===== src/rtl/itcm_loader_pkg.sv =====
// Shared types and helpers for the boot-time ITCM loader: FSM state encoding,
// byte-index width and the little-endian byte packing function.
package itcm_loader_pkg;

  localparam int unsigned ITCM_LOAD_BIW    = 2;
  localparam int unsigned ITCM_LOAD_AW_DEF = 10;

  typedef enum logic [2:0] {
    ITCM_LOAD_IDLE  = 3'd0,
    ITCM_LOAD_FILL  = 3'd1,
    ITCM_LOAD_WRITE = 3'd2,
    ITCM_LOAD_HOLD  = 3'd3,
    ITCM_LOAD_RUN   = 3'd4,
    ITCM_LOAD_ERR   = 3'd5
  } itcm_load_state_e;

  // Byte k of the stream lands in bits [8k+7:8k] of the word.
  function automatic logic [31:0] pack_byte(input logic [31:0]              word,
                                            input logic [ITCM_LOAD_BIW-1:0] idx,
                                            input logic [7:0]               data);
    logic [31:0] w;
    w = word;
    w[{idx, 3'b000} +: 8] = data;
    return w;
  endfunction

endpackage


===== src/rtl/itcm_loader_dffr.sv =====
// Generic asynchronously reset register cell used for all loader state,
// counters and registered outputs; clears to zero on reset.
module itcm_loader_dffr #(
  parameter int unsigned W = 1
) (
  input  logic         CLK,
  input  logic         RSTn,
  input  logic [W-1:0] d,
  output logic [W-1:0] q
);

  // State flop with asynchronous clear
  always_ff @(posedge CLK or negedge RSTn) begin
    if (!RSTn) begin
      q <= '0;
    end else begin
      q <= d;
    end
  end

endmodule


===== src/rtl/itcm_loader.sv =====
// Boot loader: packs a byte stream into 32-bit little-endian words, writes them
// to the ITCM and holds the core in reset until the image is complete.
module itcm_loader
  import itcm_loader_pkg::*;
#(
  parameter int unsigned AW      = ITCM_LOAD_AW_DEF,
  parameter int unsigned TIMEOUT = 1024,
  parameter int unsigned REL_DLY = 4
) (
  input  logic          CLK,
  input  logic          RSTn,
  input  logic          load_start,
  input  logic [AW:0]   load_len,
  input  logic          byte_valid,
  input  logic [7:0]    byte_data,
  output logic          byte_ready,
  output logic          itcm_wen,
  output logic [AW-1:0] itcm_addr,
  output logic [31:0]   itcm_wdata,
  output logic          core_RSTn,
  output logic          load_done,
  output logic          load_err
);

  localparam int unsigned IW = (TIMEOUT > 1) ? $clog2(TIMEOUT) : 1;
  localparam int unsigned HW = (REL_DLY > 1) ? $clog2(REL_DLY) : 1;
  localparam int unsigned OW = AW + 37;
  localparam logic [AW:0]   DEPTH     = {1'b1, {AW{1'b0}}};
  localparam logic [IW-1:0] IDLE_LAST = IW'(TIMEOUT - 1);
  localparam logic [HW-1:0] HOLD_LAST = HW'(REL_DLY - 1);
  localparam logic [ITCM_LOAD_BIW-1:0] IDX_LAST = {ITCM_LOAD_BIW{1'b1}};

  itcm_load_state_e           state_r, state_d;
  logic [2:0]                 state_bits_r;
  logic [AW:0]                cnt_r, cnt_d;
  logic [AW:0]                len_r, len_d;
  logic [ITCM_LOAD_BIW-1:0]   idx_r, idx_d;
  logic [IW-1:0]              idle_r, idle_d;
  logic [HW-1:0]              hold_r, hold_d;
  logic [31:0]                buf_r, buf_d;
  logic [OW-1:0]              out_r, out_d;
  logic                       xfer_s;
  logic                       ready_d, wen_d, rstn_d, done_d, err_d;
  logic [AW-1:0]              addr_d;
  logic [31:0]                wdata_d;

  itcm_loader_dffr #(.W(3))             u_state (.CLK(CLK), .RSTn(RSTn), .d(state_d), .q(state_bits_r));
  itcm_loader_dffr #(.W(AW + 1))        u_cnt   (.CLK(CLK), .RSTn(RSTn), .d(cnt_d),   .q(cnt_r));
  itcm_loader_dffr #(.W(AW + 1))        u_len   (.CLK(CLK), .RSTn(RSTn), .d(len_d),   .q(len_r));
  itcm_loader_dffr #(.W(ITCM_LOAD_BIW)) u_idx   (.CLK(CLK), .RSTn(RSTn), .d(idx_d),   .q(idx_r));
  itcm_loader_dffr #(.W(IW))            u_idle  (.CLK(CLK), .RSTn(RSTn), .d(idle_d),  .q(idle_r));
  itcm_loader_dffr #(.W(HW))            u_hold  (.CLK(CLK), .RSTn(RSTn), .d(hold_d),  .q(hold_r));
  itcm_loader_dffr #(.W(32))            u_buf   (.CLK(CLK), .RSTn(RSTn), .d(buf_d),   .q(buf_r));
  itcm_loader_dffr #(.W(OW))            u_out   (.CLK(CLK), .RSTn(RSTn), .d(out_d),   .q(out_r));

  assign state_r = itcm_load_state_e'(state_bits_r);
  assign {byte_ready, itcm_wen, itcm_addr, itcm_wdata, core_RSTn, load_done, load_err} = out_r;
  // byte_ready is only ever high in FILL, so it alone qualifies a transfer.
  assign xfer_s = byte_valid && byte_ready;

  // Next-state, counter and packing logic
  always_comb begin
    state_d = state_r;
    cnt_d   = cnt_r;
    len_d   = len_r;
    idx_d   = idx_r;
    idle_d  = idle_r;
    hold_d  = hold_r;
    buf_d   = buf_r;
    addr_d  = itcm_addr;
    wdata_d = itcm_wdata;
    case (state_r)
      ITCM_LOAD_IDLE, ITCM_LOAD_ERR: begin
        if (load_start) begin
          len_d  = load_len;
          cnt_d  = '0;
          idx_d  = '0;
          idle_d = '0;
          hold_d = '0;
          if (load_len == '0) begin
            state_d = ITCM_LOAD_HOLD;
          end else if (load_len > DEPTH) begin
            state_d = ITCM_LOAD_ERR;
          end else begin
            state_d = ITCM_LOAD_FILL;
          end
        end else begin
          state_d = state_r;
        end
      end
      ITCM_LOAD_FILL: begin
        if (xfer_s) begin
          buf_d  = pack_byte(buf_r, idx_r, byte_data);
          idx_d  = idx_r + 1'b1;
          idle_d = '0;
          if (idx_r == IDX_LAST) begin
            state_d = ITCM_LOAD_WRITE;
            addr_d  = cnt_r[AW-1:0];
            wdata_d = buf_d;
          end else begin
            state_d = ITCM_LOAD_FILL;
          end
        end else if (idle_r == IDLE_LAST) begin
          // Partial word is simply abandoned in buf_r.
          state_d = ITCM_LOAD_ERR;
        end else begin
          idle_d = idle_r + 1'b1;
        end
      end
      ITCM_LOAD_WRITE: begin
        cnt_d  = cnt_r + 1'b1;
        idle_d = '0;
        if (cnt_d == len_r) begin
          state_d = ITCM_LOAD_HOLD;
          hold_d  = '0;
        end else begin
          state_d = ITCM_LOAD_FILL;
        end
      end
      ITCM_LOAD_HOLD: begin
        if (hold_r == HOLD_LAST) begin
          state_d = ITCM_LOAD_RUN;
        end else begin
          hold_d = hold_r + 1'b1;
        end
      end
      ITCM_LOAD_RUN: begin
        state_d = ITCM_LOAD_RUN;
      end
      default: begin
        state_d = ITCM_LOAD_IDLE;
      end
    endcase
  end

  // Outputs are decoded from the next state so they register in step with it
  always_comb begin
    ready_d = (state_d == ITCM_LOAD_FILL);
    wen_d   = (state_d == ITCM_LOAD_WRITE);
    rstn_d  = (state_d == ITCM_LOAD_RUN);
    done_d  = (state_d == ITCM_LOAD_RUN);
    err_d   = (state_d == ITCM_LOAD_ERR);
    out_d   = {ready_d, wen_d, addr_d, wdata_d, rstn_d, done_d, err_d};
  end

endmodule


===== config.mk =====
export PLATFORM = sky130hd
export DESIGN_NAME = itcm_loader
export DESIGN_NICKNAME = d
export VERILOG_FILES = /design/src/rtl/itcm_loader_pkg.sv /design/src/rtl/itcm_loader_dffr.sv /design/src/rtl/itcm_loader.sv
export SDC_FILE = /design/constraint.sdc
export NUM_CORES = 1
export LEC_CHECK = 0
export CAP_MARGIN = 20
export CORE_ASPECT_RATIO = 0.6
export CORE_MARGIN = 5
export CORE_UTILIZATION = 30
export DETAILED_ROUTE_END_ITERATION = 16
export HOLD_SLACK_MARGIN = 0.1
export MAX_ROUTING_LAYER = met4
export PLACE_DENSITY = 0.46
export SKIP_CTS_REPAIR_TIMING = 1
export SLEW_MARGIN = 10
export SYNTH_ARGS = -nofsm -noshare
export SYNTH_HDL_FRONTEND = slang
export SYNTH_SLANG_ARGS = --single-unit

===== constraint.sdc =====
create_clock -name CLK -period 4.2 [get_ports CLK]
set_input_delay 1.05 -clock CLK [delete_from_list [all_inputs] [get_ports CLK]]
set_output_delay 1.05 -clock CLK [all_outputs]
set_load 0.02 [all_outputs]

==> results of run 1 <==
cells by family after synthesis:
group / after synthesis / synth area share
XOR/XNOR: 18 / 0.02777
adder cells (fa/ha/maj): 9 / 0.01983
flip-flops: 117 / 0.5156
buffers and inverters: 45 / 0.03702
AND/OR/NAND/NOR: 216 / 0.1952
AO/OA/AOI/OAI: 165 / 0.1847
multiplexers: 10 / 0.01983
per-layer routing:
layer / global-route usage / share of wire
met3: 0.03763 / 0.045
met1: 0.2328 / 0.57
met2: 0.1868 / 0.38
met4: 0.03910 / 0.010
met5: - / 0
synthesized netlist by cell type, types with 3 or more instances:
library cell,n,area share
a21oi_1,42,0.037
a22o_1,33,0.051
a31oi_1,4,0.0044
and2_1,7,0.0077
and3_1,6,0.0066
buf_1,9,0.0059
buf_2,9,0.0079
buf_4,6,0.0079
clkbuf_1,12,0.0079
dfrtp_1,117,0.52
ha_1,9,0.020
inv_1,5,0.0033
inv_2,3,0.0020
mux2_1,10,0.020
nand2_1,96,0.063
nand2b_1,3,0.0033
nand3_1,12,0.011
nand4_1,8,0.0088
nor2_1,17,0.011
nor2b_1,32,0.035
nor3_1,6,0.0053
nor4_1,4,0.0044
o211ai_1,4,0.0053
o21ai_0,9,0.0079
o21ai_1,49,0.043
o31ai_1,8,0.011
or4_1,6,0.0079
xnor2_1,11,0.017
xor2_1,7,0.011
per-stage QoR:
stage                     utilization  cell area [sq um]  total power, mW  hold slack (ps)
after detailed placement       0.3486               6549            3.194            475.6
after global placement         0.3486               6549            3.169            474.2
after CTS                      0.3795               7129            4.649            490.5
after global routing           0.3795               7129            4.896            509.7
final                          0.3795               7129            4.594            480.1
after floorplan                     -               5678            2.631            458.2
path summary, 6_finish.rpt:
check                           cells past startpoint                    start  slack [ps]                 endpoint
max in group asynchronous                           2                     RSTn        2650  u_idle.q[3]$_DFFE_PN0P_
worst min register to register                      2  u_out.q[26]$_DFFE_PN0P_         480  u_out.q[26]$_DFFE_PN0P_
worst max register to register                      6   u_cnt.q[0]$_DFFE_PN0P_        1570  u_hold.q[1]$_DFFE_PN0P_
worst max-delay path                                6               load_start        1490  u_idle.q[7]$_DFFE_PN0P_
worst min-delay path                                2  u_out.q[26]$_DFFE_PN0P_         480  u_out.q[26]$_DFFE_PN0P_
min in group asynchronous                           1                     RSTn         760  u_out.q[19]$_DFFE_PN0P_
state kept, by name, summed over array words and instances (netlist names):
register	cells
u_out.q	46
u_buf.q	32
u_cnt.q	11
u_len.q	11
u_idle.q	10
u_state.q	3
u_hold.q	2
u_idx.q	2
report_power, final:
| group | leakage (nW) | internal [mW] | switching, mW | total, mW |
|---|---|---|---|---|
| combinational | 1.19 | 0.652 | 0.844 | 1.50 |
| clock | 0.268 | 0.876 | 0.545 | 1.42 |
| sequential | 1.59 | 1.43 | 0.246 | 1.68 |
layout make-up:
type,count,area (sq um)
clock inverter,14,155.1
timing repair buffer,74,738.2
sequential,117,2928
inverter,8,30.03
tap,246,307.8
fill,1871,11660
clock buffer,17,425.4
multi-input combinational,418,2545
worst max-delay path, cell delays in order:
cell and delay, ps:
clkdlybuf4s50_1 550, nand2_1 120, a221oi_2 300, o21ai_1 320, or4_1 540, a21oi_1 150
==> results.md, run 1 <==
* Static leakage at 3.053 nW
* Initial antenna violation count at 0
* DR iter-0 viols at 321
* Setup TNS at 0 ps
* RSZ-0062 raised after global routing: false
* CTS tree: built
* CP endpoint kind: register
* Mapped Cells at 580
* Diode count at 0
* Commonest non-fill, non-tap cell in the layout: dfrtp_1
* Std cell rows at 39
* Max IR drop VDD at 0.2511 mV
* Final slew viol count at 0
* Initial core utilization at 0.3022
* Dpl ws at 1062 ps
* DP Wirelength at 11.00 mm
* Final Non-Filler Cells at 894
* PnR worst setup slack at 1495 ps
* Req. time, crit path at 4530 ps
* Layout cells sized above 1 at 0.07716
* Startpoint types: primary input
* Final WL at 15.37 mm
* Routability cong. at 0.8430
* WS Path Type: in2reg
* Post-route minimum period at 2706 ps
* Max Freq at 0.3696 GHz
* Via Count at 4462
* Layout Nets at 668
* Yosys cell types at 58
* Inserted Clock Buffers at 17
* Clock skew at 9.899 ps
* Residual DRC at 0
* Synth Register Bits at 117
* Core area at 18790 sq um
* Sequential-to-total area share from yosys stat at 0.5156
* Number of synthesized flops with an enable pin at 0
* Largest net degree at the start of global routing at 68
* Final setup violation count at 0
* H-tree Lvls at 4
* Crit path max fanout at 12
* Type of the worst min-delay path: reg2reg
* PD cells at 644.4 nW/um^2
* Port buffer count at 69
* Routed len/inst at 17.20 um
* Area Growth Syn to Fin at 25.56%
* CTS clk-pin slew, worst paths at 60 ps
* Tcrit/Tclk final at 0.6442
* Clk_lat worst skew at 400 ps
* Commonest cells after routing, fill and taps aside: dfrtp_1, nand2_1, clkdlybuf4s50_1
* Clk buf depth at 2
* First-pass iteration count of the detailed router at 5
* Clock sink total at 117
* First-pass GRT wire length at 25.10 mm
* Worst EP arrival at 3030 ps
* Clock Root Buffer: clkbuf_16
* Routed Antenna Nets at 0
* Post-Syn Area at 5678 sq um
* Worst slew pin tran at 1087 ps
* Final Hold Vio Count at 0
* Die Area at 21870 sq um
* Outcome: finished clean
* Syn Nets at 612
* Post-synth top flop: dfrtp_1
* Vias in the first global route at 4358
* Placed instance count at 863
* Async S/R FF share, synth at 1.000
* Die Height at 116.6 um
* GRT overflow at 0
* Die width at 187.6 um
* I/O pins at 70
* Slew HR at 0.2695
* Max-cap violations at 0
* Warnings, synthesis at 0
* Mean Syn Cell Area at 9.790 sq um
* Routed vias/inst at 4.991
* Tot GR Track Use at 0.1495
Note: power is estimated with default switching activity, not from simulation.
==> run 2, diff against run 1 <==
- clock period: 4.2 -> 2.6 ns (I/O delays scaled with it)
==> run 2 against run 1 <==
Clock power increased by 65%; core utilization grew 0.86 points; hold slack worse by 300 ps; clock-buffer cell count rose by 7; power rose by 65%; non-clock buffer count grew 17; first-iteration DRC count rose by 4.4%; worst setup slack got worse by 1300 ps; sequential share of layout area fell by 0.91 points; flip-flop and latch count did not move; die area unchanged; final area up 2.3%.
==> results.md, run 2 (synthesis results as in run 1) <==
* PnR worst setup slack at 233.9 ps (-1261 ps)
* Initial core utilization at 0.3022 (unchanged)
* Post-route minimum period at 2366 ps
* DR iter-0 viols at 335 (+4.4%)
* CTS clk-pin slew, worst paths at 60 ps (about the same)
* Core area at 18790 sq um (unchanged)
* DP Area at 6701 sq um (+2.3%)
* First-pass iteration count of the detailed router at 5 (unchanged)
* Tot GR Track Use at 0.1550 (+0.005526)
* Total power at 7.565 mW (+65%)
* Final Hold Vio Count at 0 (unchanged)
* Vias in the first global route at 4490 (+3.0%)
* Routability cong. at 0.8465 (+0.42%)
* Inserted Clock Buffers at 17 (unchanged)
* Area Growth Syn to Fin at 28.40%
* Commonest non-fill, non-tap cell in the layout: dfrtp_1
* Layout cells sized above 1 at 0.09760 (+0.02044)
* Setup TNS at 0 ps (unchanged)
* R2R Setup Slk at 230 ps (-1340 ps)
* Clk buf depth at 2 (unchanged)
* Die width at 187.6 um (unchanged)
* Startpoint types: register
* Tcrit/Tclk final at 0.9101
* Static leakage at 3.166 nW (+3.7%)
* Port buffer count at 69 (unchanged)
* Clk_lat worst skew at 420 ps (+20 ps)
* Initial antenna violation count at 0 (unchanged)
* Dpl ws at 10.76 ps (-1051 ps)
* WS Path Type: reg2reg
* H-tree Lvls at 4 (unchanged)
* I/O pins at 70 (unchanged)
* GRT Max-Usage Layer: met1
* Reg with most FFs: u_out.q
* Final setup violation count at 0 (unchanged)
* Die Height at 116.6 um (unchanged)
* Max IR drop VDD at 0.4040 mV (+61%)
* Clock Root Buffer: clkbuf_16
* Clock skew at 11.68 ps (+1.784 ps)
* Cell area after layout at 7291 sq um (+2.3%)
* Slew HR at 0.5636 (+0.2940)
* Met1 GRT Util at 0.2351 (+0.002330)
* Crit path max fanout at 8 (-4)
* Largest registers: u_out.q (46), u_buf.q (32)
* Layout Nets at 685 (+2.5%)
* Final WL at 15.76 mm (+2.5%)
* Via Count at 4597 (+3.0%)
* Worst slew pin tran at 654.7 ps (-432.7 ps)
* Max reg flops at 46 (unchanged)
* Routed len/inst at 17.28 um (+0.49%)
* Routed vias/inst at 5.041 (+0.99%)
* Routed Antenna Nets at 0 (unchanged)
* Met3 Use GR at 0.04331 (+0.005675)
* Max Freq at 0.4226 GHz
* DP Wirelength at 11.30 mm (+2.7%)
* Outcome: finished clean
* PD cells at 1038 nW/um^2 (+61%)
* Worst EP arrival at 2670 ps (-360 ps)
* Max-cap violations at 0 (unchanged)
* Final slew viol count at 0 (unchanged)
* GRT overflow at 0 (unchanged)
* Diode count at 0 (unchanged)
* Commonest cells after routing, fill and taps aside: dfrtp_1, nand2_1, clkdlybuf4s50_1
* Met2 Usage GRT at 0.1976 (+0.01085)
* First-pass GRT wire length at 25.72 mm (+2.5%)
* RSZ-0062 raised after global routing: false
* Residual DRC at 0 (unchanged)
* Die Area at 21870 sq um (unchanged)
* CTS tree: built
* Clock sink total at 117 (unchanged)
* Type of the worst min-delay path: in2async
* CP endpoint kind: register
* Largest net degree at the start of global routing at 50 (-26%)
* Std cell rows at 39 (unchanged)
* Req. time, crit path at 2900 ps (-1630 ps)
run 2: cell types whose count changed in the layout (fill, tap and decap cells not counted), sizes merged:
| cell | delta |
|---|---|
| clkbuf | +7 |
| inv | -3 |
| clkinvlp | -2 |
| clkinv | -1 |
| buf | +17 |
run 2: area by class of cell:
type,count,area (sq um)
inverters,8,30.03
multi-input cells,418,2545
clock buffers,24,491.7
flip-flops and latches,117,2928
fillers,1847,11500
well taps,246,307.8
repair buffers,91,890.9
clock inverters,8,97.59
run 2: worst paths after layout:
check | from | end | cells past startpoint
max | u_cnt.q[1]$_DFFE_PN0P_ | u_out.q[46]$_DFF_PN0_ | 6
min | RSTn | u_out.q[23]$_DFFE_PN0P_ | 1
max reg2reg | u_cnt.q[1]$_DFFE_PN0P_ | u_out.q[46]$_DFF_PN0_ | 6
min reg2reg | u_out.q[32]$_DFFE_PN0P_ | u_out.q[32]$_DFFE_PN0P_ | 2
max in group asynchronous | RSTn | u_buf.q[11]$_DFFE_PN0P_ | 2
min in group CLK | u_out.q[32]$_DFFE_PN0P_ | u_out.q[32]$_DFFE_PN0P_ | 2
run 2: critical path, cell delays in order, from the launching register on:
cell,delay [ps]
dfrtp_1,480
ha_1,280
nand3_2,200
o31ai_1,320
nand4_1,150
or4_4,610
o21ba_1,210
run 2: routing by layer:
layer,vias up,share of wire
met1,2249,0.55
met3,14,0.054
met2,125,0.39
met4,0,0.0077
li1,2209,-
met5,-,0
run 2: stage by stage:
step / hold slack, ps / util / cells
finish: 184.1 / 0.3881 / 912
global route: 200.4 / 0.3881 / 912
CTS: 183.0 / 0.3881 / 912
detailed placement: 474.8 / 0.3567 / 880
global placement: 471.0 / 0.3567 / 880
floorplan: 354.4 / - / 580
run 2: power by group:
group          leakage, nW  internal [mW]  switching (mW)  total, mW
combinational         1.29           1.13            1.40       2.53
sequential            1.59           2.31           0.387       2.70
clock                0.282           1.51           0.832       2.34
total                 3.17           4.95            2.62       7.56
==> run 3, diff against run 2 <==
- PLACE_DENSITY: 0.46 -> default
- PLACE_DENSITY_LB_ADDON: default -> 0.25
==> run 3 against run 2 <==
Worst setup slack improved by 180 ps; non-clock buffer count increased by 1; sequential share of layout area decreased by 0.23 points; fmax increased by 8.4%; flip-flop and latch count unchanged; largest cell class unchanged; critical path type is now in2reg; sequential power about the same.
==> results.md, run 3 (synthesis results as in run 1) <==
* Worst hold slack at 272.8 ps (+88.64 ps)
* Crit path buffers/inverters at 2 (+2)
* H-tree Lvls at 4 (unchanged)
* CTS clk-pin slew, worst paths at 60 ps (about the same)
* DP Area at 6709 sq um (+0.11%)
* Final setup violation count at 0 (unchanged)
* Routed Antenna Nets at 0 (unchanged)
* Dpl ws at -5.461 ps (-16.22 ps)
* Residual DRC at 0 (unchanged)
* Outcome: finished clean
* PD cells at 1058 nW/um^2 (+2.0%)
* Die Area at 21870 sq um (unchanged)
* Via Count at 4560 (-0.80%)
* Final slew viol count at 0 (unchanged)
* Max IR drop VDD at 0.4554 mV (+13%)
* Logic pwr share at 0.328 (-0.006)
* Reg with most FFs: u_out.q
* Total power at 7.761 mW (+2.6%)
* DR iter-0 viols at 336 (+0.30%)
* Routed len/inst at 17.30 um (+0.12%)
* Routability cong. at 0.8702 (+2.8%)
* Post-route minimum period at 2183 ps (-183.3 ps)
* Slew HR at 0.5897 (+0.02613)
* Initial core utilization at 0.3022 (unchanged)
* Commonest non-fill, non-tap cell in the layout: dfrtp_1
* Final WL at 15.78 mm (+0.12%)
* Final Hold Vio Count at 0 (unchanged)
* WS Path Type: in2reg
* CTS tree: built
* Commonest cells after routing, fill and taps aside: dfrtp_1, nand2_1, clkdlybuf4s50_1
* Layout cells sized above 1 at 0.09910 (+0.001502)
* Vias in the first global route at 4506 (+0.36%)
* Diode count at 0 (unchanged)
* Routed vias/inst at 5.000 (-0.80%)
* Final Non-Filler Cells at 912 (unchanged)
* Worst slew pin tran at 615.5 ps (-39.20 ps)
* I/O pins at 70 (unchanged)
* Static leakage at 3.190 nW (+0.76%)
* Reg power frac at 0.350 (-0.007)
* Clk buf depth at 2 (unchanged)
* Area Growth Syn to Fin at 29.15%
* GRT overflow at 0 (unchanged)
* Type of the worst min-delay path: in2async
* First-pass iteration count of the detailed router at 4 (-1)
* Core area at 18790 sq um (unchanged)
* Slowest-stage cell, CP: clkdlybuf4s50_1
* Die width at 187.6 um (unchanged)
* Family with the most delay on the worst path: compound AO/OA/AOI/OAI gates
* Initial antenna violation count at 0 (unchanged)
* Inserted Clock Buffers at 17 (unchanged)
* Finished Core Util at 0.3903 (+0.002264)
* Critical Path Max Stage Delay at 540 ps (-70 ps)
* Max-cap violations at 0 (unchanged)
* Tot GR Track Use at 0.1554 (+0.0003403)
* Placed instance count at 881 (+0.11%)
* Sw frac at 0.3394 (-0.006351)
* Power share of the clock group at 0.322 (+0.013)
* Std cell rows at 39 (unchanged)
* Clock sink total at 117 (unchanged)
* Cell area after layout at 7333 sq um (+0.58%)
* Startpoint types: primary input
* Setup TNS at 0 ps (unchanged)
* DP Wirelength at 11.26 mm (-0.29%)
* Die Height at 116.6 um (unchanged)
* Clk_lat worst skew at 420 ps (about the same)
* Req. time, crit path at 2900 ps (about the same)
* Worst EP arrival at 2480 ps (-190 ps)
* Largest net degree at the start of global routing at 91 (+82%)
* Fillers at 1835 (-0.65%)
* RSZ-0062 raised after global routing: false
* Port buffer count at 69 (unchanged)
* First-pass GRT wire length at 25.65 mm (-0.27%)
* Max Freq at 0.4581 GHz (+8.4%)
* CP endpoint kind: register
* Tcrit/Tclk final at 0.8396 (-0.07048)
* Max reg flops at 46 (unchanged)
* Crit path cell chain: clkdlybuf4s50_1, nand2_1, a221o_1, a2111oi_0, buf_4, o22a_1, o21ai_1
* Net Switching at 2.634 mW (+0.70%)
* Largest registers: u_out.q (46), u_buf.q (32)
* PnR worst setup slack at 417.1 ps (+183.3 ps)
* Clock Root Buffer: clkbuf_16
* Crit path max fanout at 4 (-4)
* Pint at 5.127 mW (+3.6%)
* Clock skew at 11.27 ps (-0.4107 ps)
* Layout Nets at 686 (+0.15%)
run 3: changes by cell type in the layout (fill, tap and decap cells not counted), sizes merged:
cell      delta
buf          +1
bufinv       +2
clkbuf       -2
clkinvlp     -1
run 3: layout make-up:
cell class / count / area [sq um] / area share
clock inverters: 9 / 150.1 / 0.02047
flip-flops and latches: 117 / 2928 / 0.3992
multi-input cells: 418 / 2545 / 0.3470
repair buffers: 92 / 898.4 / 0.1225
inverters: 8 / 30.03 / 0.004095
clock buffers: 22 / 474.2 / 0.06466
well taps: 246 / 307.8 / 0.04197
run 3: power groups by stage:
stage | Clock (mW) | Combinational [mW] | Sequential, mW
2_1_floorplan | 0 | 1.46 | 2.79
3_3_place_gp | 0 | 2.51 | 2.71
3_5_place_dp | 0 | 2.56 | 2.73
4_1_cts | 2.56 | 2.57 | 2.71
5_1_grt | 2.65 | 2.81 | 2.77
6_report | 2.50 | 2.55 | 2.71
run 3: layer usage:
layer	vias up	track usage	part of all wire
li1	2212	-	-
met1	2223	0.2371	0.55
met2	113	0.1972	0.38
met3	12	0.04510	0.056
met4	0	0.03715	0.0087
met5	-	-	0
run 3: path summary, 6_finish.rpt:
check	start	to	slack, ps	cells past startpoint
setup / recovery	load_start	u_idle.q[8]$_DFFE_PN0P_	420	7
min in group CLK	u_out.q[32]$_DFFE_PN0P_	u_out.q[32]$_DFFE_PN0P_	480	2
max in group asynchronous	RSTn	u_out.q[39]$_DFFE_PN0P_	1920	2
hold reg to reg	u_out.q[32]$_DFFE_PN0P_	u_out.q[32]$_DFFE_PN0P_	480	2
hold / removal	RSTn	u_out.q[11]$_DFFE_PN0P_	270	2
setup reg to reg	u_cnt.q[2]$_DFFE_PN0P_	u_out.q[46]$_DFF_PN0_	430	5
